File: config.mk
export PLATFORM = sky130hd
export DESIGN_NAME = idelay_stepper
export DESIGN_NICKNAME = d
export VERILOG_FILES = /design/src/rtl/idelay_stepper.sv
export SDC_FILE = /design/constraint.sdc
export NUM_CORES = 1
export LEC_CHECK = 0
export BUFFER_PORTS_ARGS = -buffer_cell sky130_fd_sc_hd__buf_4
export CORE_UTILIZATION = 50
export CTS_BUF_LIST = sky130_fd_sc_hd__clkbuf_8 sky130_fd_sc_hd__clkbuf_16
export CTS_CLUSTER_DIAMETER = 200
export DETAILED_ROUTE_END_ITERATION = 16
export PLACE_DENSITY = 0.81
export SYNTH_ARGS = -nofsm -noshare
export SYNTH_HDL_FRONTEND = slang
export SYNTH_SLANG_ARGS = --single-unit
File: constraint.sdc
create_clock -name clk -period 3.1 [get_ports clk]
set_input_delay 0.31 -clock clk [delete_from_list [all_inputs] [get_ports clk]]
set_output_delay 0.31 -clock clk [all_outputs]
set_load 0.01 [all_outputs]
File: src/rtl/idelay_stepper.sv
// Queues absolute IDELAY tap requests for 16 lanes and walks each lane to its
// target with paced CE/INC pulses, keeping a shadow copy of every lane's tap.
module idelay_stepper #(
  parameter int TAP_GAP = 4,
  parameter int FIFO_AW = 2
) (
  input  logic        clk,
  input  logic        rst_n,
  input  logic [3:0]  hw_addr,
  input  logic [4:0]  hw_data,
  input  logic        hw_strobe,
  output logic [15:0] idelay_ce,
  output logic        idelay_inc,
  output logic        busy,
  output logic        done_strobe,
  output logic        overflow,
  input  logic        clear_ovf,
  input  logic [3:0]  rd_addr,
  output logic [4:0]  rd_tap
);

  localparam int DEPTH = 1 << FIFO_AW;
  localparam int GW    = (TAP_GAP > 1) ? $clog2(TAP_GAP) : 1;
  localparam logic [GW-1:0]    GAP_LAST = GW'(TAP_GAP - 1);
  localparam logic [FIFO_AW:0] FULL_CNT = (FIFO_AW + 1)'(DEPTH);

  typedef enum logic [1:0] {S_IDLE, S_LOAD, S_STEP, S_GAP} state_e;

  typedef struct packed {
    logic [3:0] lane;
    logic [4:0] tap;
  } req_t;

  // ---------------------------------------------------------------------------
  // Request FIFO
  // ---------------------------------------------------------------------------
  req_t               fifo_mem [DEPTH];
  logic [FIFO_AW-1:0] wr_ptr_q, rd_ptr_q;
  logic [FIFO_AW:0]   count_q, count_d;
  logic               fifo_empty, fifo_full;
  logic               push, pop, drop;
  req_t               head;

  state_e state_q, state_d;

  assign fifo_empty = (count_q == '0);
  assign fifo_full  = (count_q == FULL_CNT);
  assign pop        = (state_q == S_IDLE) && !fifo_empty;
  // A full FIFO still accepts when the head leaves in the same cycle.
  assign push       = hw_strobe && (!fifo_full || pop);
  assign drop       = hw_strobe && !push;
  assign head       = fifo_mem[rd_ptr_q];

  always_comb begin
    count_d = count_q;
    if (push && !pop)      count_d = count_q + 1'b1;
    else if (pop && !push) count_d = count_q - 1'b1;
  end

  always_ff @(posedge clk) begin
    // NOTE: state registers use non-blocking assignments so every flop samples
    // the pre-edge value of its neighbours regardless of statement order.
    if (!rst_n) begin
      wr_ptr_q <= '0;
      rd_ptr_q <= '0;
      count_q  <= '0;
    end else begin
      if (push) wr_ptr_q <= wr_ptr_q + 1'b1;
      if (pop)  rd_ptr_q <= rd_ptr_q + 1'b1;
      count_q <= count_d;
    end
  end

  // NOTE: FIFO storage is deliberately not reset; the pointers and count alone
  // define which entries are valid, and an unreset array maps onto plain RAM.
  always_ff @(posedge clk) begin
    if (push) fifo_mem[wr_ptr_q] <= '{lane: hw_addr, tap: hw_data};
  end

  // ---------------------------------------------------------------------------
  // Stepping FSM
  // ---------------------------------------------------------------------------
  logic [3:0]    lane_q, lane_d;
  logic [4:0]    target_q, target_d;
  logic [GW-1:0] gap_q, gap_d;
  logic [15:0]   ce_q, ce_d;
  logic          inc_q, inc_d;
  logic          done_q, done_d;
  logic          ovf_q, ovf_d;
  logic          shadow_we;
  logic [4:0]    shadow_q [16];
  logic [4:0]    cur_tap, shadow_nxt;
  logic [4:0]    rd_tap_q;

  assign cur_tap    = shadow_q[lane_q];
  assign shadow_nxt = inc_q ? cur_tap + 5'd1 : cur_tap - 5'd1;

  always_comb begin
    // NOTE: every output of this block gets a default first, so no path can
    // leave a signal unassigned and infer a latch.
    state_d   = state_q;
    lane_d    = lane_q;
    target_d  = target_q;
    gap_d     = gap_q;
    ce_d      = '0;
    inc_d     = 1'b0;
    done_d    = 1'b0;
    shadow_we = 1'b0;

    unique case (state_q)
      S_IDLE: begin
        if (!fifo_empty) begin
          lane_d   = head.lane;
          target_d = head.tap;
          state_d  = S_LOAD;
        end
      end
      S_LOAD: begin
        if (target_q == cur_tap) begin
          done_d  = 1'b1;
          state_d = S_IDLE;
        end else begin
          ce_d    = 16'd1 << lane_q;
          inc_d   = (target_q > cur_tap);
          state_d = S_STEP;
        end
      end
      S_STEP: begin
        shadow_we = 1'b1;
        gap_d     = GAP_LAST;
        state_d   = S_GAP;
      end
      S_GAP: begin
        if (gap_q != '0) begin
          gap_d = gap_q - 1'b1;
        end else if (cur_tap == target_q) begin
          done_d  = 1'b1;
          state_d = S_IDLE;
        end else begin
          ce_d    = 16'd1 << lane_q;
          inc_d   = (target_q > cur_tap);
          state_d = S_STEP;
        end
      end
    endcase
  end

  // Drop beats clear when both land in the same cycle.
  always_comb begin
    ovf_d = ovf_q;
    if (drop)           ovf_d = 1'b1;
    else if (clear_ovf) ovf_d = 1'b0;
  end

  always_ff @(posedge clk) begin
    if (!rst_n) begin
      state_q  <= S_IDLE;
      lane_q   <= '0;
      target_q <= '0;
      gap_q    <= '0;
      ce_q     <= '0;
      inc_q    <= 1'b0;
      done_q   <= 1'b0;
      ovf_q    <= 1'b0;
    end else begin
      state_q  <= state_d;
      lane_q   <= lane_d;
      target_q <= target_d;
      gap_q    <= gap_d;
      ce_q     <= ce_d;
      inc_q    <= inc_d;
      done_q   <= done_d;
      ovf_q    <= ovf_d;
    end
  end

  // Shadow taps mirror the IDELAYs, which share this reset and restart at 0.
  always_ff @(posedge clk) begin
    if (!rst_n) begin
      for (int i = 0; i < 16; i++) shadow_q[i] <= '0;
      rd_tap_q <= '0;
    end else begin
      if (shadow_we) shadow_q[lane_q] <= shadow_nxt;
      rd_tap_q <= shadow_q[rd_addr];
    end
  end

  assign idelay_ce   = ce_q;
  assign idelay_inc  = inc_q;
  assign done_strobe = done_q;
  assign overflow    = ovf_q;
  assign rd_tap      = rd_tap_q;
  assign busy        = !fifo_empty || (state_q != S_IDLE);

`ifndef SYNTHESIS
  a_ce_onehot : assert property (@(posedge clk) disable iff (!rst_n)
    $onehot0(idelay_ce));
  a_no_wrap : assert property (@(posedge clk) disable iff (!rst_n)
    (state_q == S_STEP) |-> (inc_q ? (cur_tap != 5'd31) : (cur_tap != 5'd0)));
  a_done_quiet : assert property (@(posedge clk) disable iff (!rst_n)
    done_strobe |-> (idelay_ce == '0));
`endif

endmodule
==> reports/metrics.cfg <==
[power]
ir_drop_mv=0.550
power.density_nw_per_um2=1050
p_total_mw=9.46
leakagePower_nw=3.35

[setup_path]
r2r-end=shadow_q[12][4]
max_stage_delay_ps=520
end_kind=flop
endpoint=shadow_q[12][4]
crit_arrival_ps=3290
cp-startpoint=lane_q[0]
crit_type=flop to flop
r2r_slack_ps=-9
timing.rr.start=lane_q[0]
startpoint_type=flop
reg2reg_depth=10
cp_slowest_cell=mux4_2
crit_required_ps=3280
path_max_fanout=8
cpMostUsedCell=mux4_2
path_cells=clkbuf_16 -> mux4_2 -> mux4_2 -> fa_2 -> a21o_1 -> a21oi_2 -> xnor2_2 -> xnor2_4 -> buf_8 -> nor2_2

[sta]
worstMarginPinSlew_ps=747
fin_ws_ps=-9.04
finalHoldViolations=0
slew_viol_final=0
tns_ps=-61.0
fin_crit_ps=3110
fin_crit_sh_pct=100
max_freq_mhz=322
fin_worst_skew_ps=9.98
setup_viol=12
rsz0062_at_grt=yes
max-slew-margin-rel_pct=50.1

[yosys]
synth_area_um2=7480
ys_seq_elements=160
synth_compound_area_share_pct=4.18
yosys_warnings=0
yosys-top-cells-area=edfxtp_1 (47%), mux4_2 (16%), dfxtp_1 (12%)
synthSimpleGateAreaFrac_pct=12.7
synth_fp_nets=584
synth_edf_count=116
synth_area_leader_cell=edfxtp_1
syn_area_per_cell_um2=13.6
synth_top_cell_area_share_pct=46.6
synth_top_family_by_area=multiplexers
ys_seq_area_share_pct=58.3
ys_types=45
yosys.area_share.adder_pct=2.88
synth_commonest_cells=edfxtp_1 (116), nor2_1 (87), nand2_1 (60), mux4_2 (53), dfxtp_1 (44)
ys.flop_type=edfxtp_1
synth_cells=551
synth_mux_area_share_pct=17.8
synthArstFlopShare_pct=0
synth_xor_area_share_pct=1.19
yosysMostFrequentCell=edfxtp_1

[final_layout]
drive_gt1_share_pct=32.7
n_antenna_cell=0
syn_to_final_growth_pct=20.2
post-route-util_pct=61.6
fin_nets=656

[cts]
cts_root_buf=clkbuf_16
clock-sinks=160
cts_buffer_depth=2
cts.htree.levels=4
worst_skew_pair.late_latency_ps=430
cts_tree=built
postCtsHoldBufs=0
clk_transition_reported_paths_ps=70
cts-buffers-inserted=17

[grt]
antenna_found_initial=1
grt_pass1_vias=4982
grt_pass1_wl_mm=27.1
overflow=0
grt_use_total_pct=23.5
grt_max_degree=44

[drt]
wl_per_cell_um=21.2
initialDrtViolationCount=467
totalWireLength_mm=17.4
drc_errors=0
vias=4918
viasPerCell=6.00
firstDrtPassIters=5
drt.antenna.violating_nets=0

[floorplan]
pin_count=42
num_rows=44
die_h_um=124
die_w_um=124
initial_core_util_pct=51.3
dieArea_um2=15500
core_area_um2=14600

[place]
dp_hpwl_mm=12.6
portBuffers=41
gp_congestion=0.964

[flow_run]
max-cap-violations=0

[run_status]
status=finished with violations
violations=setup timing

[hold_path]
min_path_type=input pin to flop

area by class of cell:
cell class	instances	area, µm²
clock buffer	17	425
clock inverter	15	176
fill	1027	5600
inverter	17	66.3
multi-input combinational	345	3030
sequential	160	4370
tap	184	230
timing repair buffer	82	693
critical path: cells and delay by family, from the launching register on:
family,cells,cell delay [ps]
xor gates and xnor gates,2,360
and+or+nand+nor,1,40
AOI/OAI and AO/OA,2,360
adders and majority gates,1,360
muxes,2,1020
buffers and inverters,2,330
DFF,1,390
sequential cells by signal, indices dropped and copies added (netlist names), named ones only:
signal / count
done_strobe: 1
gap_q: 2
idelay_ce: 16
count_q: 3
wr_ptr_q: 2
state_q: 1
fifo_mem: 36
rd_tap: 5
idelay_inc: 1
rd_ptr_q: 2
overflow: 1
target_q: 5
shadow_q: 80
lane_q: 4
through the flow:
step	std cells	area [µm²]	hold WS, ps	worst slack [ps]
after floorplan	551	7520	409	-32.5
after global placement	782	8170	464	-106
after detailed placement	782	8170	473	-267
after CTS	817	8840	66.8	-71.9
after global routing	820	8990	67.8	-87.8
final	820	8990	82.2	-9.04
per-layer routing:
| metal | share of wire (%) | GRT usage [%] | up-vias |
|---|---|---|---|
| met4 | 3.3 | 11.8 | 0 |
| met2 | 50 | 38.9 | 246 |
| met3 | 6.7 | 4.60 | 37 |
| li1 | - | - | 2175 |
| met5 | 0 | 0 | - |
| met1 | 39 | 29.4 | 2460 |
logic make-up after synthesis:
| kind of cell | after synthesis |
|---|---|
| simple gates | 215 |
| flops | 160 |
| mux | 66 |
| buf+inv | 46 |
| compound gates | 40 |
| fa+ha+maj | 16 |
| xor+xnor | 8 |
worst min path at each step:
stage	startpoint	endpoint	slack, ps	depth (start not counted)
after floorplan	hw_data[0]	fifo_mem[0][0]	410	0
after global placement	target_q[2]	target_q[2]	460	2
after detailed placement	target_q[2]	target_q[2]	470	2
after CTS	hw_data[0]	fifo_mem[3][0]	70	1
after global routing	hw_addr[0]	fifo_mem[0][5]	70	1
final	hw_data[0]	fifo_mem[3][0]	80	1
timing repair:
action,CTS,global route
setup endpoints to repair,38,48
pin swaps,2,8
gates resized for setup,7,29
setup buffers,3,2
gates cloned,0,1
cell usage in the layout (no fill, tap or decap), drive strengths merged, types with 7 or more instances in the layout:
master | synthesis | routed
edfxtp | 116 | 116
xnor2 | 7 | 7
clkbuf | 17 | 18
nand2 | 60 | 60
mux2i | 9 | 9
buf | 12 | 81
mux4 | 53 | 53
ha | 14 | 14
nor2 | 97 | 97
nor3 | 16 | 16
inv | 17 | 22
nand3 | 10 | 10
a21oi | 8 | 8
a21boi | 13 | 13
nor2b | 9 | 9
dfxtp | 44 | 44
and2 | 13 | 13
report_power, final:
group / internal, mW / switching [mW] / total, mW / leakage [nW]
clock: 1.21 / 0.897 / 2.11 / 0.286
combinational: 2.10 / 2.52 / 4.62 / 1.55
sequential: 2.53 / 0.218 / 2.74 / 1.52
total: 5.83 / 3.63 / 9.46 / 3.35
Power figures use the tool's default switching activity.
